===== config.mk =====
export PLATFORM = sky130hd
export DESIGN_NAME = ddr3_ref_arb_flat
export DESIGN_NICKNAME = d
export VERILOG_FILES = /design/src/rtl/ddr3_ref_arb_if.sv /design/src/rtl/ddr3_ref_arb.sv /design/src/flat_wrapper.sv
export SDC_FILE = /design/constraint.sdc
export NUM_CORES = 1
export LEC_CHECK = 0
export BUFFER_PORTS_ARGS = -buffer_cell sky130_fd_sc_hd__buf_2
export CAP_MARGIN = 40
export CORE_MARGIN = 8
export CORE_UTILIZATION = 38
export CTS_CLUSTER_SIZE = 8
export DETAILED_ROUTE_END_ITERATION = 8
export GPL_TIMING_DRIVEN = 0
export HOLD_SLACK_MARGIN = 0.03
export PLACE_DENSITY = 0.79
export SETUP_SLACK_MARGIN = 0.15
export SYNTH_ARGS = -nofsm -noshare
export SYNTH_HDL_FRONTEND = slang
export SYNTH_SLANG_ARGS = --single-unit

===== constraint.sdc =====
create_clock -name clock -period 2.2 [get_ports clock]
set_input_delay 0.11 -clock clock [delete_from_list [all_inputs] [get_ports clock]]
set_output_delay 0.11 -clock clock [all_outputs]
set_load 0.005 [all_outputs]

===== src/rtl/ddr3_ref_arb_if.sv =====
// rtl/ddr3_ref_arb_if.sv - configurator, controller and DDL command ports of the refresh arbiter
interface ddr3_ref_arb_if #(
   parameter int DDR_ROW_BITS = 13
);
   logic                    cfg_run_i;
   logic                    cfg_req_i;
   logic                    cfg_rdy_o;
   logic [2:0]              cfg_cmd_i;
   logic [2:0]              cfg_ba_i;
   logic [DDR_ROW_BITS-1:0] cfg_adr_i;
   logic                    cfg_ref_i;
   logic                    mem_req_i;
   logic                    mem_seq_i;
   logic                    mem_rdy_o;
   logic [2:0]              mem_cmd_i;
   logic [2:0]              mem_ba_i;
   logic [DDR_ROW_BITS-1:0] mem_adr_i;
   logic                    mem_ref_o;
   logic                    ddl_req_o;
   logic                    ddl_seq_o;
   logic                    ddl_rdy_i;
   logic [2:0]              ddl_cmd_o;
   logic [2:0]              ddl_ba_o;
   logic [DDR_ROW_BITS-1:0] ddl_adr_o;
   logic [3:0]              ref_cnt_o;
   logic                    ref_err_o;

   modport master (
      output cfg_run_i, cfg_req_i, cfg_cmd_i, cfg_ba_i, cfg_adr_i, cfg_ref_i,
      output mem_req_i, mem_seq_i, mem_cmd_i, mem_ba_i, mem_adr_i, ddl_rdy_i,
      input  cfg_rdy_o, mem_rdy_o, mem_ref_o, ddl_req_o, ddl_seq_o,
      input  ddl_cmd_o, ddl_ba_o, ddl_adr_o, ref_cnt_o, ref_err_o
   );

   modport slave (
      input  cfg_run_i, cfg_req_i, cfg_cmd_i, cfg_ba_i, cfg_adr_i, cfg_ref_i,
      input  mem_req_i, mem_seq_i, mem_cmd_i, mem_ba_i, mem_adr_i, ddl_rdy_i,
      output cfg_rdy_o, mem_rdy_o, mem_ref_o, ddl_req_o, ddl_seq_o,
      output ddl_cmd_o, ddl_ba_o, ddl_adr_o, ref_cnt_o, ref_err_o
   );
endinterface


===== src/rtl/ddr3_ref_arb.sv =====
// rtl/ddr3_ref_arb.sv - DDR3 command arbiter inserting PRECHARGE-ALL + REFRESH between controller sequences
module ddr3_ref_arb #(
   parameter int DDR_ROW_BITS = 13,
   parameter int REF_MAX      = 8,
   parameter int REF_URGENT   = 4
) (
   input logic           clock,
   input logic           reset,
   ddr3_ref_arb_if.slave bus
);
   localparam logic [1:0] ST_INIT = 2'd0;
   localparam logic [1:0] ST_IDLE = 2'd1;
   localparam logic [1:0] ST_PREC = 2'd2;
   localparam logic [1:0] ST_REFR = 2'd3;

   localparam logic [2:0] CMD_REFR = 3'b001;
   localparam logic [2:0] CMD_PREC = 3'b010;
   localparam logic [2:0] CMD_NOOP = 3'b111;

   localparam logic [3:0] CNT_MAX = 4'(REF_MAX);
   localparam logic [3:0] CNT_URG = 4'(REF_URGENT);

   logic [1:0] state, state_nxt;
   logic [3:0] cnt, cnt_nxt;
   logic       lock, err, mem_ref;
   logic       start, tick, ref_acc, mem_acc;

   always_comb begin
      start   = (state == ST_IDLE) && (cnt != '0) && !lock && (!bus.mem_req_i || cnt == CNT_MAX);
      tick    = bus.cfg_ref_i && (state != ST_INIT);
      ref_acc = (state == ST_REFR) && bus.ddl_rdy_i;
      mem_acc = (state == ST_IDLE) && !start && bus.mem_req_i && bus.ddl_rdy_i;
   end

   // A tick and an accepted REFR in the same cycle cancel; at saturation the tick is lost.
   always_comb begin
      cnt_nxt = cnt;
      if (tick && !ref_acc && cnt != CNT_MAX)
         cnt_nxt = cnt + 4'd1;
      else if (!tick && ref_acc)
         cnt_nxt = cnt - 4'd1;
   end

   always_comb begin
      state_nxt = state;
      case (state)
         ST_INIT: if (bus.cfg_run_i) state_nxt = ST_IDLE;
         ST_IDLE: if (start) state_nxt = ST_PREC;
         ST_PREC: if (bus.ddl_rdy_i) state_nxt = ST_REFR;
         default: if (bus.ddl_rdy_i)
                     state_nxt = (cnt_nxt != '0 && !bus.mem_req_i) ? ST_REFR : ST_IDLE;
      endcase
   end

   always_comb begin
      bus.ddl_req_o = 1'b0;
      bus.ddl_seq_o = 1'b0;
      bus.ddl_cmd_o = CMD_NOOP;
      bus.ddl_ba_o  = '0;
      bus.ddl_adr_o = '0;
      bus.cfg_rdy_o = 1'b0;
      bus.mem_rdy_o = 1'b0;
      if (!reset) begin
         case (state)
            ST_INIT: begin
               bus.ddl_req_o = bus.cfg_req_i;
               bus.ddl_cmd_o = bus.cfg_cmd_i;
               bus.ddl_ba_o  = bus.cfg_ba_i;
               bus.ddl_adr_o = bus.cfg_adr_i;
               bus.cfg_rdy_o = bus.ddl_rdy_i;
            end
            ST_IDLE: begin
               bus.ddl_req_o = bus.mem_req_i && !start;
               bus.ddl_seq_o = bus.mem_seq_i;
               bus.ddl_cmd_o = bus.mem_cmd_i;
               bus.ddl_ba_o  = bus.mem_ba_i;
               bus.ddl_adr_o = bus.mem_adr_i;
               bus.mem_rdy_o = bus.ddl_rdy_i && !start;
            end
            ST_PREC: begin
               bus.ddl_req_o     = 1'b1;
               bus.ddl_seq_o     = 1'b1;
               bus.ddl_cmd_o     = CMD_PREC;
               bus.ddl_adr_o[10] = 1'b1;
            end
            default: begin
               bus.ddl_req_o = 1'b1;
               bus.ddl_cmd_o = CMD_REFR;
            end
         endcase
      end
   end

   always_ff @(posedge clock) begin
      if (reset) begin
         state   <= ST_INIT;
         cnt     <= '0;
         err     <= 1'b0;
         mem_ref <= 1'b0;
         lock    <= 1'b0;
      end else begin
         state   <= state_nxt;
         cnt     <= cnt_nxt;
         mem_ref <= (cnt_nxt >= CNT_URG);
         if (tick && !ref_acc && cnt == CNT_MAX)
            err <= 1'b1;
         if (mem_acc)
            lock <= bus.mem_seq_i;
      end
   end

   assign bus.ref_cnt_o = cnt;
   assign bus.ref_err_o = err;
   assign bus.mem_ref_o = mem_ref;
endmodule


===== src/flat_wrapper.sv =====
// flat-port wrapper written by rule: the top's interface ports become plain ports
module ddr3_ref_arb_flat 
#(
   parameter int DDR_ROW_BITS = 13,
   parameter int REF_MAX      = 8,
   parameter int REF_URGENT   = 4
)
  (clock, reset, bus_cfg_run_i, bus_cfg_req_i, bus_cfg_cmd_i, bus_cfg_ba_i, bus_cfg_adr_i, bus_cfg_ref_i, bus_mem_req_i, bus_mem_seq_i, bus_mem_cmd_i, bus_mem_ba_i, bus_mem_adr_i, bus_ddl_rdy_i, bus_cfg_rdy_o, bus_mem_rdy_o, bus_mem_ref_o, bus_ddl_req_o, bus_ddl_seq_o, bus_ddl_cmd_o, bus_ddl_ba_o, bus_ddl_adr_o, bus_ref_cnt_o, bus_ref_err_o);
  ddr3_ref_arb_if #(.DDR_ROW_BITS(DDR_ROW_BITS)) bus_i ();
  input logic clock;
  input logic reset;
  input wire logic [$bits(bus_i.cfg_run_i)-1:0] bus_cfg_run_i;
  input wire logic [$bits(bus_i.cfg_req_i)-1:0] bus_cfg_req_i;
  input wire logic [$bits(bus_i.cfg_cmd_i)-1:0] bus_cfg_cmd_i;
  input wire logic [$bits(bus_i.cfg_ba_i)-1:0] bus_cfg_ba_i;
  input wire logic [$bits(bus_i.cfg_adr_i)-1:0] bus_cfg_adr_i;
  input wire logic [$bits(bus_i.cfg_ref_i)-1:0] bus_cfg_ref_i;
  input wire logic [$bits(bus_i.mem_req_i)-1:0] bus_mem_req_i;
  input wire logic [$bits(bus_i.mem_seq_i)-1:0] bus_mem_seq_i;
  input wire logic [$bits(bus_i.mem_cmd_i)-1:0] bus_mem_cmd_i;
  input wire logic [$bits(bus_i.mem_ba_i)-1:0] bus_mem_ba_i;
  input wire logic [$bits(bus_i.mem_adr_i)-1:0] bus_mem_adr_i;
  input wire logic [$bits(bus_i.ddl_rdy_i)-1:0] bus_ddl_rdy_i;
  output wire logic [$bits(bus_i.cfg_rdy_o)-1:0] bus_cfg_rdy_o;
  output wire logic [$bits(bus_i.mem_rdy_o)-1:0] bus_mem_rdy_o;
  output wire logic [$bits(bus_i.mem_ref_o)-1:0] bus_mem_ref_o;
  output wire logic [$bits(bus_i.ddl_req_o)-1:0] bus_ddl_req_o;
  output wire logic [$bits(bus_i.ddl_seq_o)-1:0] bus_ddl_seq_o;
  output wire logic [$bits(bus_i.ddl_cmd_o)-1:0] bus_ddl_cmd_o;
  output wire logic [$bits(bus_i.ddl_ba_o)-1:0] bus_ddl_ba_o;
  output wire logic [$bits(bus_i.ddl_adr_o)-1:0] bus_ddl_adr_o;
  output wire logic [$bits(bus_i.ref_cnt_o)-1:0] bus_ref_cnt_o;
  output wire logic [$bits(bus_i.ref_err_o)-1:0] bus_ref_err_o;
  assign bus_i.cfg_run_i = bus_cfg_run_i;
  assign bus_i.cfg_req_i = bus_cfg_req_i;
  assign bus_i.cfg_cmd_i = bus_cfg_cmd_i;
  assign bus_i.cfg_ba_i = bus_cfg_ba_i;
  assign bus_i.cfg_adr_i = bus_cfg_adr_i;
  assign bus_i.cfg_ref_i = bus_cfg_ref_i;
  assign bus_i.mem_req_i = bus_mem_req_i;
  assign bus_i.mem_seq_i = bus_mem_seq_i;
  assign bus_i.mem_cmd_i = bus_mem_cmd_i;
  assign bus_i.mem_ba_i = bus_mem_ba_i;
  assign bus_i.mem_adr_i = bus_mem_adr_i;
  assign bus_i.ddl_rdy_i = bus_ddl_rdy_i;
  assign bus_cfg_rdy_o = bus_i.cfg_rdy_o;
  assign bus_mem_rdy_o = bus_i.mem_rdy_o;
  assign bus_mem_ref_o = bus_i.mem_ref_o;
  assign bus_ddl_req_o = bus_i.ddl_req_o;
  assign bus_ddl_seq_o = bus_i.ddl_seq_o;
  assign bus_ddl_cmd_o = bus_i.ddl_cmd_o;
  assign bus_ddl_ba_o = bus_i.ddl_ba_o;
  assign bus_ddl_adr_o = bus_i.ddl_adr_o;
  assign bus_ref_cnt_o = bus_i.ref_cnt_o;
  assign bus_ref_err_o = bus_i.ref_err_o;
  ddr3_ref_arb #(.DDR_ROW_BITS(DDR_ROW_BITS), .REF_MAX(REF_MAX), .REF_URGENT(REF_URGENT)) u_core (.clock(clock), .reset(reset), .bus(bus_i));
endmodule

==> reports/metrics.csv <==
metric,value,unit
rsz0062_at_grt,yes,
io_pins,75,
post-place-ws,-42.2,ps
powerDensity,1010,nW/µm²
gp_congestion,0.814,
clk_path_buf_depth,2,
worst_pin_slew,510,ps
die_area,4200,µm²
syn_nets,175,
seq_area_frac_synth,0.199,
yosys-top-cells-area,"dfxtp_1 (20%), a22oi_1 (13%), nor2_1 (11%), ha_1 (9.7%), mux2i_1 (3.3%)",
grt_pass1_vias,1304,
cts_tree,done,
antenna_cells,0,
min_period,2070,ps
cellLeakagePower,0.757,nW
die_w,64.8,µm
grt_overflow,0,
fin_area,1470,µm²
cp-start-kind,flop,
synth-edff-count,0,
die_height,64.8,µm
setup_ws,129,ps
required,2340,ps
detail_route.wl_per_cell,15.9,µm
max_cap_viol_count,0,
ys.flop_type,dfxtp_1,
relSlewSlack,0.660,
crit_fanout,6,
setup_violations,0,
final_util,0.657,
cp.arrival,2210,ps
drc,0,
totalWireLength,3.71,mm
root_buffer,clkbuf_4,
whs,77.5,ps
ys_warn_count,0,
grt_max_degree,11,
placed_cell_area,1310,µm²
clkLatencyLatePin,270,ps
via_per_inst,5.42,
rows,17,
fin_crit_sh,0.942,
worst-setup-path-type,flop to flop,
path_clk_slew,70,ps
drive_gt1_frac,0.495,
antenna_left,0,
htreeDepth,1,
detail_route.first_pass.iterations,4,
syn_inst,122,
core_area,2230,µm²
nFillCells,204,
drt_iter0_markers,78,
synth.largest_area_cell,dfxtp_1,
syn_avg_cell_area,7.43,µm²
final_cell_count_no_fill,234,
hold_buffers,0,
end_kind,flop,
clock-sinks,9,
syn_to_final_growth,62.0,%
async_reset_ff_frac,0,
fmax,483,MHz
num-nets-final,260,
hpwl,2.95,mm
outcome,completed,
fin_setup_tns,0,ps
hp-class,input port to flop,
start_util,0.406,
power,1.49,mW
dp.cells,224,
synth.distinct_cells,32,
ys_ff_latch,9,
via_count,1268,
fin_skew,6.99,ps
numCtsBuffers,3,
vdd_ir_drop_max,546,µV
antenna_found_initial,0,
grt.total_usage,0.164,
slew_violations,0,
grt_pass1_wl,5.69,mm
netlist_area,906,µm²
hold_viol,0,
io_buffer_count,74,
synth_top_cell_area_share,0.199,
-- cell usage after synthesis (2+ instances only) --
cell      number
a211oi_1       4
nand2_1        4
o21bai_1       2
a221oi_1       3
nor3_1         2
nand3_1        3
nor3b_1        2
o21a_1         2
inv_1          7
a21oi_1        4
a22oi_1       16
nor2_1        26
nor2b_1        4
mux2i_1        3
clkbuf_1       7
and3_1         3
dfxtp_1        9
ha_1           7
-- cells by family after synthesis --
kind of cell | Yosys count | share of synthesized area
AOI/OAI and AO/OA | 38 | 0.343
xor gates and xnor gates | 1 | 0.00967
adders and majority gates | 7 | 0.0967
buffers and inverters | 15 | 0.0635
DFF | 9 | 0.199
muxes | 3 | 0.0332
and+or+nand+nor | 49 | 0.256
-- where the power goes --
group / total [mW] / internal (mW) / switching, mW
sequential: 0.273 / 0.218 / 0.0552
combinational: 1.08 / 0.509 / 0.572
clock: 0.134 / 0.0702 / 0.0637
total: 1.49 / 0.797 / 0.691
-- routing by layer --
metal	GRT usage	part of all wire
met4	0.0763	0.017
met2	0.293	0.51
met1	0.171	0.40
met3	0.0481	0.071
met5	0	0
-- final timing paths --
kind	end	cells after the start	start	slack, ps
setup / recovery	u_core.state[1]$_SDFFE_PP0P_	9	u_core.state[1]$_SDFFE_PP0P_	130
hold / removal	u_core.bus.ref_cnt_o[2]$_SDFF_PP0_	2	reset	80
setup reg to reg	u_core.state[1]$_SDFFE_PP0P_	9	u_core.state[1]$_SDFFE_PP0P_	130
hold reg to reg	u_core.bus.ref_err_o$_SDFFE_PP0P_	2	u_core.bus.ref_err_o$_SDFFE_PP0P_	490
-- layout by cell type, fill, tap and decap left out, types with 3 or more instances in the layout --
cell type,Yosys,routed
a211oi_1,4,3
and3_1,3,3
ha_1,7,5
clkbuf_4,0,3
nor2_1,26,26
buf_4,0,6
a21oi_1,4,4
clkbuf_1,7,7
nand3_1,3,3
a22oi_1,16,16
nand2_1,4,4
nor2b_1,4,3
dfxtp_1,9,5
mux2i_1,3,3
inv_1,7,4
dfxtp_4,0,4
buf_2,1,74
-- sequential cells by signal (all words and copies together) (netlist names) --
register	flops
u_core.lock	1
u_core.state	2
u_core.bus.mem_ref_o	1
u_core.bus.ref_err_o	1
u_core.bus.ref_cnt_o	4
-- area by class of cell --
cell class / count / area (µm²) / area share
Multi-Input combinational cell: 98 / 727 / 0.495
Timing Repair Buffer: 80 / 415 / 0.283
Sequential cell: 9 / 195 / 0.133
Buffer: 8 / 37.5 / 0.0256
Inverter: 7 / 31.3 / 0.0213
Tap cell: 28 / 35.0 / 0.0239
Clock buffer: 4 / 26.3 / 0.0179
-- what timing repair did --
action / 4_1_cts / 5_1_grt
pin swaps: 1 / 7
setup buffers: 0 / 6
endpoints found under the hold margin: 0 / 0
setup endpoints to repair: 4 / 18
resized for setup: 11 / 16
-- worst max-delay path, stage by stage, from the launching register on --
cell and delay (ps):
dfxtp_4 360, inv_4 70, ha_4 170, nor2b_4 60, or2_1 210, buf_6 130, o41ai_4 400, xor2_2 140
o311ai_2 300, a221oi_2 80
Power figures use the tool's default switching activity.
